## src/rtl/falling_object_engine_pkg.sv

```systemverilog
// Shared types and helpers for the falling-object engine and its per-object lanes.
package falling_obj_pkg;

   typedef enum logic [1:0] {
      IDLE,
      FALL,
      LAND
   } obj_state_t;

   // Fibonacci taps 8,6,5,4 expressed as a mask over lfsr[7:0]
   localparam logic [7:0] LFSR_TAPS = 8'b1011_1000;
   localparam int PERIOD_W = 32;

   function automatic int idx_w(input int n);
      return (n > 1) ? $clog2(n) : 1;
   endfunction

   function automatic logic [3:0] popcount(input logic [7:0] v);
      logic [3:0] c;
      c = '0;
      for (int k = 0; k < 8; k++) c = c + {3'b000, v[k]};
      return c;
   endfunction

endpackage

```

## src/rtl/falling_object_engine_fall_lane.sv

```systemverilog
// One falling object: IDLE/FALL/LAND state, row-step period counter and player hit check.
module fall_lane
   import falling_obj_pkg::*;
#(
   parameter  int ROWS = 8,
   parameter  int COLS = 8,
   localparam int RW   = idx_w(ROWS),
   localparam int CW   = idx_w(COLS)
) (
   input  logic                CLK,
   input  logic                Clear,
   input  logic                pause,
   input  logic                grant,
   input  logic [CW-1:0]       spawn_col,
   input  logic [CW-1:0]       player_col,
   input  logic [PERIOD_W-1:0] period,
   output logic                idle,
   output logic                valid,
   output logic [RW-1:0]       row,
   output logic [CW-1:0]       col,
   output logic                hit_evt,
   output logic                land_evt,
   output logic                hit_pulse,
   output logic                land_pulse
);

   obj_state_t          state;
   logic [PERIOD_W-1:0] cnt;
   logic                at_term;
   logic                hit_now;

   // >= rather than == so a period shortened mid-count still steps on the next clock
   assign at_term  = (cnt >= period - 1'b1);
   assign hit_now  = (state == FALL) && (row >= RW'(ROWS - 2)) && (col == player_col);
   assign hit_evt  = !pause && hit_now;
   assign land_evt = !pause && (state == FALL) && !hit_now && at_term && (row == RW'(ROWS - 1));
   assign idle     = (state == IDLE);

   // NOTE: sequential state uses non-blocking assignments so every lane samples pre-edge values.
   always_ff @(posedge CLK) begin
      if (Clear) begin
         state      <= IDLE;
         valid      <= 1'b0;
         row        <= '0;
         col        <= '0;
         cnt        <= '0;
         hit_pulse  <= 1'b0;
         land_pulse <= 1'b0;
      end else begin
         hit_pulse  <= hit_evt;
         land_pulse <= land_evt;
         if (!pause) begin
            case (state)
               IDLE: if (grant) begin
                  state <= FALL;
                  valid <= 1'b1;
                  row   <= '0;
                  col   <= spawn_col;
                  cnt   <= '0;
               end
               FALL: if (hit_now) begin
                  state <= IDLE;
                  valid <= 1'b0;
                  row   <= '0;
                  col   <= '0;
                  cnt   <= '0;
               end else if (at_term) begin
                  cnt <= '0;
                  if (row == RW'(ROWS - 1)) state <= LAND;
                  else                      row   <= row + 1'b1;
               end else begin
                  cnt <= cnt + 1'b1;
               end
               LAND: begin
                  state <= IDLE;
                  valid <= 1'b0;
                  row   <= '0;
                  col   <= '0;
               end
               default: state <= IDLE;
            endcase
         end
      end
   end

endmodule

```

## src/rtl/falling_object_engine.sv

```systemverilog
// NUM_OBJ falling objects with shared LFSR spawn columns, registered spawn arbiter and hit/land counters.
// Optional FOE_SPEEDUP_EN: a speed level bumped every 8th landing shortens every lane's period.
module falling_object_engine
   import falling_obj_pkg::*;
#(
   parameter  int         NUM_OBJ     = 2,
   parameter  int         ROWS        = 8,
   parameter  int         COLS        = 8,
   parameter  int         BASE_PERIOD = 5000000,
   parameter  int         PERIOD_STEP = 1000000,
   parameter  int         MIN_PERIOD  = 1000000,
   parameter  logic [7:0] LFSR_SEED   = 8'hA5,
   localparam int         RW          = idx_w(ROWS),
   localparam int         CW          = idx_w(COLS)
) (
   input  logic                  CLK,
   input  logic                  Clear,
   input  logic                  pause,
   input  logic [CW-1:0]         player_col,
   output logic [NUM_OBJ-1:0]    obj_valid,
   output logic [NUM_OBJ*RW-1:0] obj_row,
   output logic [NUM_OBJ*CW-1:0] obj_col,
   output logic [NUM_OBJ-1:0]    hit_pulse,
   output logic [NUM_OBJ-1:0]    land_pulse,
   output logic [3:0]            hit_count,
   output logic [7:0]            land_count
);

   logic [7:0]         lfsr;
   logic [CW-1:0]      spawn_col_q;
   logic [NUM_OBJ-1:0] idle, grant_q, grant_d, hit_evt, land_evt;
   logic [3:0]         hit_add, land_add;
   logic [4:0]         hit_sum;

   // NOTE: every always_comb output gets a default first so no latch is inferred.
   always_comb begin
      grant_d = '0;
      // pending grants are masked so a lane is never granted twice before it leaves IDLE
      for (int i = NUM_OBJ - 1; i >= 0; i--) begin
         if (idle[i] && !grant_q[i]) begin
            grant_d    = '0;
            grant_d[i] = 1'b1;
         end
      end
      hit_add  = popcount(8'(hit_evt));
      land_add = popcount(8'(land_evt));
      hit_sum  = {1'b0, hit_count} + {1'b0, hit_add};
   end

   // NOTE: reset is synchronous and sampled on the clock edge, not in the sensitivity list.
   always_ff @(posedge CLK) begin
      if (Clear) begin
         lfsr        <= LFSR_SEED;
         grant_q     <= '0;
         spawn_col_q <= '0;
         hit_count   <= '0;
         land_count  <= '0;
      end else begin
         hit_count  <= hit_sum[4] ? 4'hF : hit_sum[3:0];
         land_count <= land_count + {4'b0000, land_add};
         if (!pause) begin
            lfsr        <= {lfsr[6:0], ^(lfsr & LFSR_TAPS)};
            grant_q     <= grant_d;
            spawn_col_q <= lfsr[CW-1:0];
         end
      end
   end

`ifdef FOE_SPEEDUP_EN
   logic [3:0] level;
   logic [3:0] land_wrap;

   assign land_wrap = {1'b0, land_count[2:0]} + land_add;

   always_ff @(posedge CLK) begin
      if (Clear)                            level <= '0;
      else if (land_wrap[3] && level != 4'hF) level <= level + 1'b1;
   end
`endif

   for (genvar g = 0; g < NUM_OBJ; g++) begin : g_lane
      localparam logic [PERIOD_W-1:0] NOM = PERIOD_W'(BASE_PERIOD + g * PERIOD_STEP);
      logic [PERIOD_W-1:0] period;

`ifdef FOE_SPEEDUP_EN
      logic [PERIOD_W+3:0] red;
      always_comb begin
         red    = (PERIOD_W+4)'(level) * (PERIOD_W+4)'(PERIOD_STEP);
         period = (red + (PERIOD_W+4)'(MIN_PERIOD) > (PERIOD_W+4)'(NOM)) ?
                  PERIOD_W'(MIN_PERIOD) : NOM - red[PERIOD_W-1:0];
      end
`else
      assign period = NOM;
`endif

      fall_lane #(
         .ROWS(ROWS),
         .COLS(COLS)
      ) u_lane (
         .CLK       (CLK),
         .Clear     (Clear),
         .pause     (pause),
         .grant     (grant_q[g]),
         .spawn_col (spawn_col_q),
         .player_col(player_col),
         .period    (period),
         .idle      (idle[g]),
         .valid     (obj_valid[g]),
         .row       (obj_row[g*RW +: RW]),
         .col       (obj_col[g*CW +: CW]),
         .hit_evt   (hit_evt[g]),
         .land_evt  (land_evt[g]),
         .hit_pulse (hit_pulse[g]),
         .land_pulse(land_pulse[g])
      );
   end

endmodule
```

## config.mk

```make
export PLATFORM = sky130hd
export DESIGN_NAME = falling_object_engine
export DESIGN_NICKNAME = d
export VERILOG_FILES = /design/src/rtl/falling_object_engine_pkg.sv /design/src/rtl/falling_object_engine_fall_lane.sv /design/src/rtl/falling_object_engine.sv
export SDC_FILE = /design/constraint.sdc
export NUM_CORES = 1
export LEC_CHECK = 0
export CAP_MARGIN = 20
export CORE_AREA = 2 2 141 143
export CTS_BUF_LIST = sky130_fd_sc_hd__clkbuf_4
export CTS_CLUSTER_DIAMETER = 100
export DETAILED_ROUTE_END_ITERATION = 8
export DIE_AREA = 0 0 143 145
export PLACE_DENSITY = 0.64
export RECOVER_POWER = 50
export SYNTH_ARGS = -nofsm -noshare
export SYNTH_HDL_FRONTEND = slang
export SYNTH_HIERARCHICAL = 1
export SYNTH_SLANG_ARGS = --single-unit
export TNS_END_PERCENT = 1
```

## constraint.sdc

```tcl
create_clock -name CLK -period 3.2 [get_ports CLK]
set_input_delay 0.32 -clock CLK [delete_from_list [all_inputs] [get_ports CLK]]
set_output_delay 0.32 -clock CLK [all_outputs]
set_load 0.02 [all_outputs]
```

==> results of run 1 <==
-- critical path, delay by kind of cell (launching register included) --
kind	cells	cell delay, ps
buf+inv	1	60
compound gates	4	660
simple gates	5	1450
flops	1	350
fa+ha+maj	2	620
-- final cells by class --
cell class | instances | share of cell area
Timing Repair Buffer | 81 | 0.0746
Antenna cell | 1 | 0.000266
Clock buffer | 9 | 0.00717
Multi-Input combinational cell | 921 | 0.628
Clock inverter | 7 | 0.00903
Inverter | 34 | 0.0135
Sequential cell | 109 | 0.232
Tap cell | 265 | 0.0352
-- power by group through the flow --
stage	clock [uW]	sequential (uW)	combinational (uW)
4_1_cts	785	1400	360
6_report	748	1400	369
5_1_grt	834	1400	425
3_5_place_dp	0	1430	356
3_3_place_gp	0	1430	352
2_1_floorplan	0	1430	280
-- metrics by stage --
stage | setup WS (ps) | power [uW] | setup TNS [ps]
2_1_floorplan | -11.4 | 1710 | -11.4
3_3_place_gp | -66.1 | 1780 | -90.7
3_5_place_dp | -89.5 | 1780 | -149
4_1_cts | -59.3 | 2540 | -148
5_1_grt | -176 | 2660 | -601
6_report | 15.4 | 2520 | 0
-- flip-flops by register name (all words and copies together) (netlist names) --
signal                    flops
g_lane.u_lane/valid           2
spawn_col_q                   1
g_lane.u_lane/row             6
land_count                    8
g_lane.u_lane/cnt            64
grant_q                       2
hit_count                     4
g_lane.u_lane/col             6
g_lane.u_lane/land_pulse      2
g_lane.u_lane/hit_pulse       2
g_lane.u_lane/state           4
lfsr                          8
-- path summary, 6_finish.rpt --
check                                   startpoint                       end  slack [ps]  depth (start not counted)
max          g_lane[0].u_lane/cnt[24]$_SDFFE_PP0P_  land_count[5]$_SDFF_PP0_          20                         12
min                                          Clear  land_count[2]$_SDFF_PP0_         190                          2
max reg2reg  g_lane[0].u_lane/cnt[24]$_SDFFE_PP0P_  land_count[5]$_SDFF_PP0_          20                         12
min reg2reg               land_count[7]$_SDFF_PP0_  land_count[7]$_SDFF_PP0_         490                          2
-- routing by layer --
metal  wire length [um]  share of wire
met1               7680           0.50
met2               7050           0.46
met3                437          0.029
met4                111         0.0073
met5                  0              0
-- cells in the final DEF, fill, tap and decap left out, drive strengths merged, types with 10 or more instances in the layout --
cell	n
nor4	17
xor2	51
nand4	27
nand2	63
or4	10
nor3	65
and3	21
nand2b	13
ha	82
o21ai	18
nor2	101
dfxtp	109
xnor2	81
clkdlybuf4s50	34
a21oi	44
nand3	29
conb	198
inv	36
or3	12
buf	47
mux2i	11
-- cells by family (layout without fill, tap and decap cells) --
logic type                 count (synthesis)  in the layout  share of synthesized area
buffers and inverters                     57            131                     0.0328
muxes                                     13             13                     0.0176
and+or+nand+nor                          394            394                      0.276
other                                      2            199                   0.000999
DFF                                      109            109                      0.290
AOI/OAI and AO/OA                        100            100                     0.0869
adders and majority gates                 84             84                      0.142
xor gates and xnor gates                 132            132                      0.154
-- what timing repair did --
item	CTS	global route
resized for setup	7	2
pin swaps	11	3
endpoints found under the setup margin	3	5
setup buffers	2	0
==> reports/metrics.sh, run 1 <==
WORST_SETUP_PATH_END_KIND='register'
NUMBER_OF_GLOBAL_ROUTE_VIAS_BEFORE_REPAIR=6018
DRV_SLEW=0
WORST-SLEW-PIN-TRANSITION_PS=702
LAYOUT.NETS=1246
IO_BUFFERS=35
PLACE.GP.CONGESTION=0.779
MET2_USAGE=0.260
YS_TYPES=62
H-TREE-DEPTH=3
HOLDWS_PS=192
CAP_VIOLATIONS=0
FILL_CELLS=1917
MULTI_INPUT_COMB_AREA_UM2=5920
TIMING.SETUP.CRITICAL_PATH_CLASS='register to register'
FINAL-SETUP-VIOL-COUNT=0
SHARE_OF_THE_SYNTHESIZED_AREA_IN_THE_TOP_CELL_TYPE=0.290
TOTAL_DIE_AREA_UM2=20700
SYNTH_ENABLE_FLOP_CELLS=0
SYN_AREA_PER_CELL_UM2=8.44
ROWS=51
GRT_START_MAX_NET_PINS=67
FINAL_ANTENNA_NET_COUNT=0
SYNTH_FLOP_CELL='sky130_fd_sc_hd__dfxtp_1'
POWER.DENSITY_CELL_AREA_nW_PER_UM2=267
CLOCK_POWER_SHARE=0.297
ROUTE.DETAILED.DRC=0
WL_PER_CELL_UM=10.7
YS_WARN_COUNT=6
NUMPLACEDINSTANCES=1408
SEQPWRFRAC=0.556
SYNTH_AREA_LEADERS='sky130_fd_sc_hd__dfxtp_1 (29%), sky130_fd_sc_hd__ha_1 (14%), sky130_fd_sc_hd__xnor2_1 (9.4%), sky130_fd_sc_hd__xor2_1 (5.9%), sky130_fd_sc_hd__nor2_1 (5.0%)'
SYNTH_SEQ_CELLS=109
LEAKAGEPOWER_uW=0.00395
DESIGN.CORE.AREA_UM2=19200
AVGVIACOUNTPERCELL=4.50
TIMING.CRITICAL_PATH.FANOUT_MAX=3
CLOCK_SINK_COUNT=109
TIMING.CRITICAL_PATH.CELLS='ha_1, nand4_1, or4_4, a211oi_4, o31ai_4, a41o_1, nor2_1, inv_1, fa_2, nand4b_4, or3_2, a21oi_1'
CTS_TREE='yes'
FMAX_MHz=314
LARGEST_AREA_CONTRIBUTOR_IN_THE_NETLIST='sky130_fd_sc_hd__dfxtp_1'
GRT-BUSIEST-LAYER='met2'
CLOCK_TREE.ROOT_CELL='sky130_fd_sc_hd__clkbuf_4'
FINAL_UTIL=0.490
CRITICAL_PATH_ARRIVAL_PS=3620
DRT_PASS1_ITERATIONS=4
GROUTE.LAYER.MET1.USAGE=0.208
HOLD_CLASS='primary input to register'
GRT_SETUP_UNREPAIRED='yes'
CP_MAX_DELAY_CELL='sky130_fd_sc_hd__or4_4'
CLOCKBUFFERDEPTH=2
FIN_CELLS=1427
FLOORPLAN.INITIALDENSITY=0.392
CTS_MADE_BUFFERS=9
AREA_ADDED_BETWEEN_SYNTHESIS_AND_FINISH_PCT=25.3
WORST_SKEW_PAIR.LATE_LATENCY_PS=500
MAX-VDD-IR-DROP_uV=196
SYN_AREA_UM2=7520
SYNTHCELLS=891
NUMBER_OF_ANTENNA_VIOLATIONS_AT_THE_FIRST_CHECK_IN_GLOBAL_ROUTING=1
DRT_ITER0_DRC=331
DIE_HEIGHT_UM=145
MAXSLEWHEADROOM=0.532
SW_FRAC_OF_TOTAL=0.294
POST-DP-HPWL_UM=11900
CLK_TRANSITION_REPORTED_PATHS_PS=170
GLOBALROUTEOVERFLOWTOTAL=0
FIN_AREA_UM2=9420
MINIMUM_CLOCK_PERIOD_AFTER_LAYOUT_PS=3180
DIE_WIDTH_UM=143
ROUTED_WIRELENGTH_UM=15300
GRT_PASS1_WL_UM=27000
SHARE_COMB_OF_TOTAL_POWER=0.147
SWITCHING_POWER_uW=740
LAYOUT.AREA.SEQ_UM2=2190
INTERNAL-POWER_uW=1780
CRITPATHMAXSTAGEDELAY_PS=580
YS_TOP_CELLS_BY_COUNT='sky130_fd_sc_hd__dfxtp_1 (109), sky130_fd_sc_hd__nor2_1 (101), sky130_fd_sc_hd__ha_1 (82), sky130_fd_sc_hd__xnor2_1 (81)'
SYNTH_SEQUENTIAL_AREA_RATIO=0.290
WORST-ENDPOINT-REQUIRED_PS=3640
PERIOD_SHARE=0.995
POST_ROUTE_CELLS_DRIVE_ABOVE_1_SHARE=0.0879
IO-PIN-COUNT=36
GR-USAGE-ALL-LAYERS=0.157
FINALHOLDVIOLCOUNT=0
STARTPOINT_TYPE='register'
HOLD_BUFFERS=0
STATUS='completed'
YOSYS.CELL_COUNT.TOP_TYPE='sky130_fd_sc_hd__dfxtp_1'
ASYNC_FLOP_SHARE=0
FIN_WORST_SKEW_PS=26.2
TOTAL_VIAS_IN_THE_FINAL_ROUTE=6416
PLACEDINSTANCEAREA_UM2=9190
GRTUSAGEMET3=0.0360
No activity file was read; power rests on OpenSTA's default activity.
==> inputs of run 2 (changes only) <==
CORE_AREA = 2 2 167 120   (was 2 2 141 143)
DIE_AREA = 0 0 169 122   (was 0 0 143 145)
==> reports/metrics.sh, run 2 (synthesized netlist as in run 1, its figures left out) <==
STATUS='completed'  # unchanged
SETUP.REG_TO_REG.WORST_SLACK_PS=60  # was 20 ps
POWER.DENSITY_CELL_AREA_nW_PER_UM2=256  # was 267 nW/um2
INTERNAL-POWER_uW=1700  # was 1780 uW
SHARE_COMB_OF_TOTAL_POWER=0.157  # was 0.147
WORST_SKEW_PAIR.LATE_LATENCY_PS=480  # was 500 ps
CRITICAL_PATH_ARRIVAL_PS=3550  # was 3620 ps
CLOCK_SINK_COUNT=109  # unchanged
HOLD_PATH_SINK='lfsr[1]$_SDFFE_PP0N_'  # was land_count[2]$_SDFF_PP0_
CTS_MADE_BUFFERS=9  # unchanged
PERIOD_SHARE=0.982  # was 0.995
FINAL_COMMON_CELL='sky130_fd_sc_hd__conb_1'  # unchanged
GRT_START_MAX_NET_PINS=70  # was 67
CTS_TREE='yes'  # unchanged
AREA_ADDED_BETWEEN_SYNTHESIS_AND_FINISH_PCT=24.9  # was 25.3%
WORST_SETUP_PATH_END_KIND='register'  # unchanged
GR-USAGE-ALL-LAYERS=0.167  # was 0.157
NUMBER_OF_ANTENNA_VIOLATIONS_AT_THE_FIRST_CHECK_IN_GLOBAL_ROUTING=1  # unchanged
CLOCK_TREE.ROOT_CELL='sky130_fd_sc_hd__clkbuf_4'  # unchanged
POST_ROUTE_CELLS_DRIVE_ABOVE_1_SHARE=0.0894  # was 0.0879
GRT_SETUP_UNREPAIRED='yes'  # unchanged
IO_BUFFERS=35  # unchanged
FIN_WORST_SKEW_PS=19.4  # was 26.2 ps
CRITPATHBUFINV=1  # unchanged
DRT_ITER0_DRC=392  # was 331
LEAKAGEPOWER_uW=0.00400  # was 0.00395 uW
MOSTFREQUENTLAYOUTCELLS='sky130_fd_sc_hd__conb_1 (198), sky130_fd_sc_hd__dfxtp_1 (105), sky130_fd_sc_hd__nor2_1 (101), sky130_fd_sc_hd__xnor2_1 (80), sky130_fd_sc_hd__ha_1 (77)'  # was sky130_fd_sc_hd__conb_1 (198), sky130_fd_sc_hd__dfxtp_1 (106), sky130_fd_sc_hd__nor2_1 (101), sky130_fd_sc_hd__xnor2_1 (80), sky130_fd_sc_hd__ha_1 (78)
MIN-DELAY-START='Clear'  # unchanged
LAYOUT.NETS=1248  # was 1246
HOLD_CLASS='primary input to register'  # unchanged
TOTAL_DIE_AREA_UM2=20600  # was 20700 um2
DRV_SLEW=0  # unchanged
MAXSLEWHEADROOM=0.615  # was 0.532
PLACE.GP.CONGESTION=0.814  # was 0.779
CAP_VIOLATIONS=0  # unchanged
TIMING.CRITICAL_PATH.CELLS='ha_4, nand4_1, or4_4, a211oi_4, o31ai_4, a41o_1, nor2_1, inv_1, fa_2, nand4b_4, or4_1, a21oi_1'  # was ha_1, nand4_1, or4_4, a211oi_4, o31ai_4, a41o_1, nor2_1, inv_1, fa_2, nand4b_4, or3_2, a21oi_1
BIGGESTREGSBYFLOPS='g_lane.u_lane/cnt x64, land_count x8, lfsr x8'  # unchanged
DRT_PASS1_ITERATIONS=4  # unchanged
CRITICAL_PATH.TOP_DELAY_FAMILY='simple AND/OR/NAND/NOR gates'  # unchanged
TIMING.SETUP.CRITICAL_PATH_CLASS='register to register'  # unchanged
WL_PER_CELL_UM=11.5  # was 10.7 um
TOTAL_VIAS_IN_THE_FINAL_ROUTE=6355  # was 6416
ROUTED_WIRELENGTH_UM=16200  # was 15300 um
ROWS=43  # was 51
STARTPOINT_TYPE='register'  # unchanged
NUMPLACEDINSTANCES=1393  # was 1408
WORST-ENDPOINT-REQUIRED_PS=3610  # was 3640 ps
SW_FRAC_OF_TOTAL=0.294  # about the same
WHS_PATH_DEPTH=2  # unchanged
CRITPATHMAXSTAGEDELAY_PS=550  # was 580 ps
MAX_FFS_PER_REGISTER=64  # unchanged
DIE_HEIGHT_UM=122  # was 145 um
SWITCHING_POWER_uW=705  # was 740 uW
FINAL_ANTENNA_NET_COUNT=0  # unchanged
AVGVIACOUNTPERCELL=4.50  # about the same
WORST_R2R_STARTPOINT='g_lane[0].u_lane/cnt[24]$_SDFFE_PP0P_'  # unchanged
POST-DP-HPWL_UM=12900  # was 11900 um
REGMOSTFLOPS='g_lane.u_lane/cnt'  # unchanged
GLOBALROUTEOVERFLOWTOTAL=0  # unchanged
FIN_TOTAL_PWR_uW=2400  # was 2520 uW
FINALHOLDVIOLCOUNT=0  # unchanged
FINAL_UTIL=0.488  # was 0.490
DESIGN.CORE.AREA_UM2=19300  # was 19200 um2
IO-PIN-COUNT=36  # unchanged
DIE_WIDTH_UM=169  # was 143 um
WORST-SLEW-PIN-TRANSITION_PS=576  # was 702 ps
CLOCK_POWER_SHARE=0.260  # was 0.297
PLACEDINSTANCEAREA_UM2=9190  # unchanged
ROUTE.DETAILED.DRC=0  # unchanged
H-TREE-DEPTH=3  # unchanged
CLOCKBUFFERDEPTH=2  # unchanged
CP_MAX_DELAY_CELL='sky130_fd_sc_hd__or4_4'  # unchanged
R2R_ENDPOINT='land_count[7]$_SDFF_PP0_'  # was land_count[5]$_SDFF_PP0_
FMAX_MHz=318  # was 314 MHz
GRT_PASS1_WL_UM=27700  # was 27000 um
FIN_CELLS=1411  # was 1427
FIN_AREA_UM2=9390  # was 9420 um2
MAX-VDD-IR-DROP_uV=131  # was 196 uV
FLOORPLAN.INITIALDENSITY=0.390  # was 0.392
SEQPWRFRAC=0.583  # was 0.556
NUMBER_OF_GLOBAL_ROUTE_VIAS_BEFORE_REPAIR=5703  # was 6018
CLK_TRANSITION_REPORTED_PATHS_PS=160  # was 170 ps
FINAL-SETUP-VIOL-COUNT=0  # unchanged
TIMING.CRITICAL_PATH.FANOUT_MAX=3  # unchanged
MINIMUM_CLOCK_PERIOD_AFTER_LAYOUT_PS=3140  # was 3180 ps
REG2REGPATHDEPTH=12  # unchanged
run 2: cell count changes in the layout (fill, tap and decap cells not counted), sizes merged:
cell | before | now
clkdlybuf4s50 | 34 | 20
clkinv | 2 | 3
clkinvlp | 2 | 1
bufinv | 1 | 0
dlygate4sd3 | 0 | 14
clkbuf | 9 | 12
run 2: power by group through the flow:
stage	sequential (uW)	combinational, uW	clock (uW)
floorplan	1430	280	0
global placement	1430	358	0
detailed placement	1430	364	0
CTS	1400	368	663
global route	1400	433	715
finish	1400	376	624
run 2: cell type report:
type	count	area, um2
sequential	109	2190
antenna	1	2.50
clock inverter	6	37.5
inverter	34	128
tap	247	309
fill	1908	9870
multi-input combinational	921	5940
timing repair buffer	83	711
clock buffer	10	75.1
run 2: worst reg2reg max path: stages, from the launching register on:
cell	delay [ps]
sky130_fd_sc_hd__dfxtp_2	370
sky130_fd_sc_hd__ha_4	250
sky130_fd_sc_hd__nand4_1	140
sky130_fd_sc_hd__or4_4	550
sky130_fd_sc_hd__a211oi_4	200
sky130_fd_sc_hd__o31ai_4	100
sky130_fd_sc_hd__a41o_1	200
sky130_fd_sc_hd__nor2_1	80
sky130_fd_sc_hd__inv_1	70
sky130_fd_sc_hd__fa_2	370
sky130_fd_sc_hd__nand4b_4	190
sky130_fd_sc_hd__or4_1	420
sky130_fd_sc_hd__a21oi_1	130
run 2: worst max-delay path by stage:
| stage | start | to | slack [ps] | cells after the start |
|---|---|---|---|---|
| floorplan | g_lane[0].u_lane/cnt[27]$_SDFFE_PP0P_ | land_count[7]$_SDFF_PP0_ | -10 | 12 |
| global placement | g_lane[0].u_lane/cnt[26]$_SDFFE_PP0P_ | land_count[7]$_SDFF_PP0_ | -20 | 12 |
| detailed placement | g_lane[0].u_lane/cnt[25]$_SDFFE_PP0P_ | land_count[7]$_SDFF_PP0_ | -50 | 12 |
| CTS | g_lane[0].u_lane/cnt[24]$_SDFFE_PP0P_ | land_count[5]$_SDFF_PP0_ | -20 | 12 |
| global route | g_lane[0].u_lane/cnt[27]$_SDFFE_PP0P_ | land_count[6]$_SDFF_PP0_ | -80 | 14 |
| finish | g_lane[0].u_lane/cnt[24]$_SDFFE_PP0P_ | land_count[7]$_SDFF_PP0_ | 60 | 12 |
run 2: per-layer routing:
layer / share of wire / up-vias / global-route usage
li1: - / 3489 / -
met1: 0.54 / 2785 / 0.249
met2: 0.41 / 72 / 0.248
met3: 0.046 / 9 / 0.0370
met4: 0.0071 / 0 / 0.0299
met5: 0 / - / 0
run 2: timing repair:
item / in CTS / in global routing
hold endpoints to repair: 0 / 0
hold buffers: 0 / 0
setup buffers: 1 / 0
endpoints found under the setup margin: 3 / 5
pin swaps: 9 / 4
resized for setup: 9 / 6
run 2: per-stage QoR:
stage	hold WS (ps)	worst slack (ps)	setup TNS, ps
floorplan	392	-11.4	-11.4
global placement	450	-17.4	-17.4
detailed placement	459	-50.7	-65.2
CTS	177	-15.9	-29.3
global route	186	-76.7	-164
finish	228	58.9	0
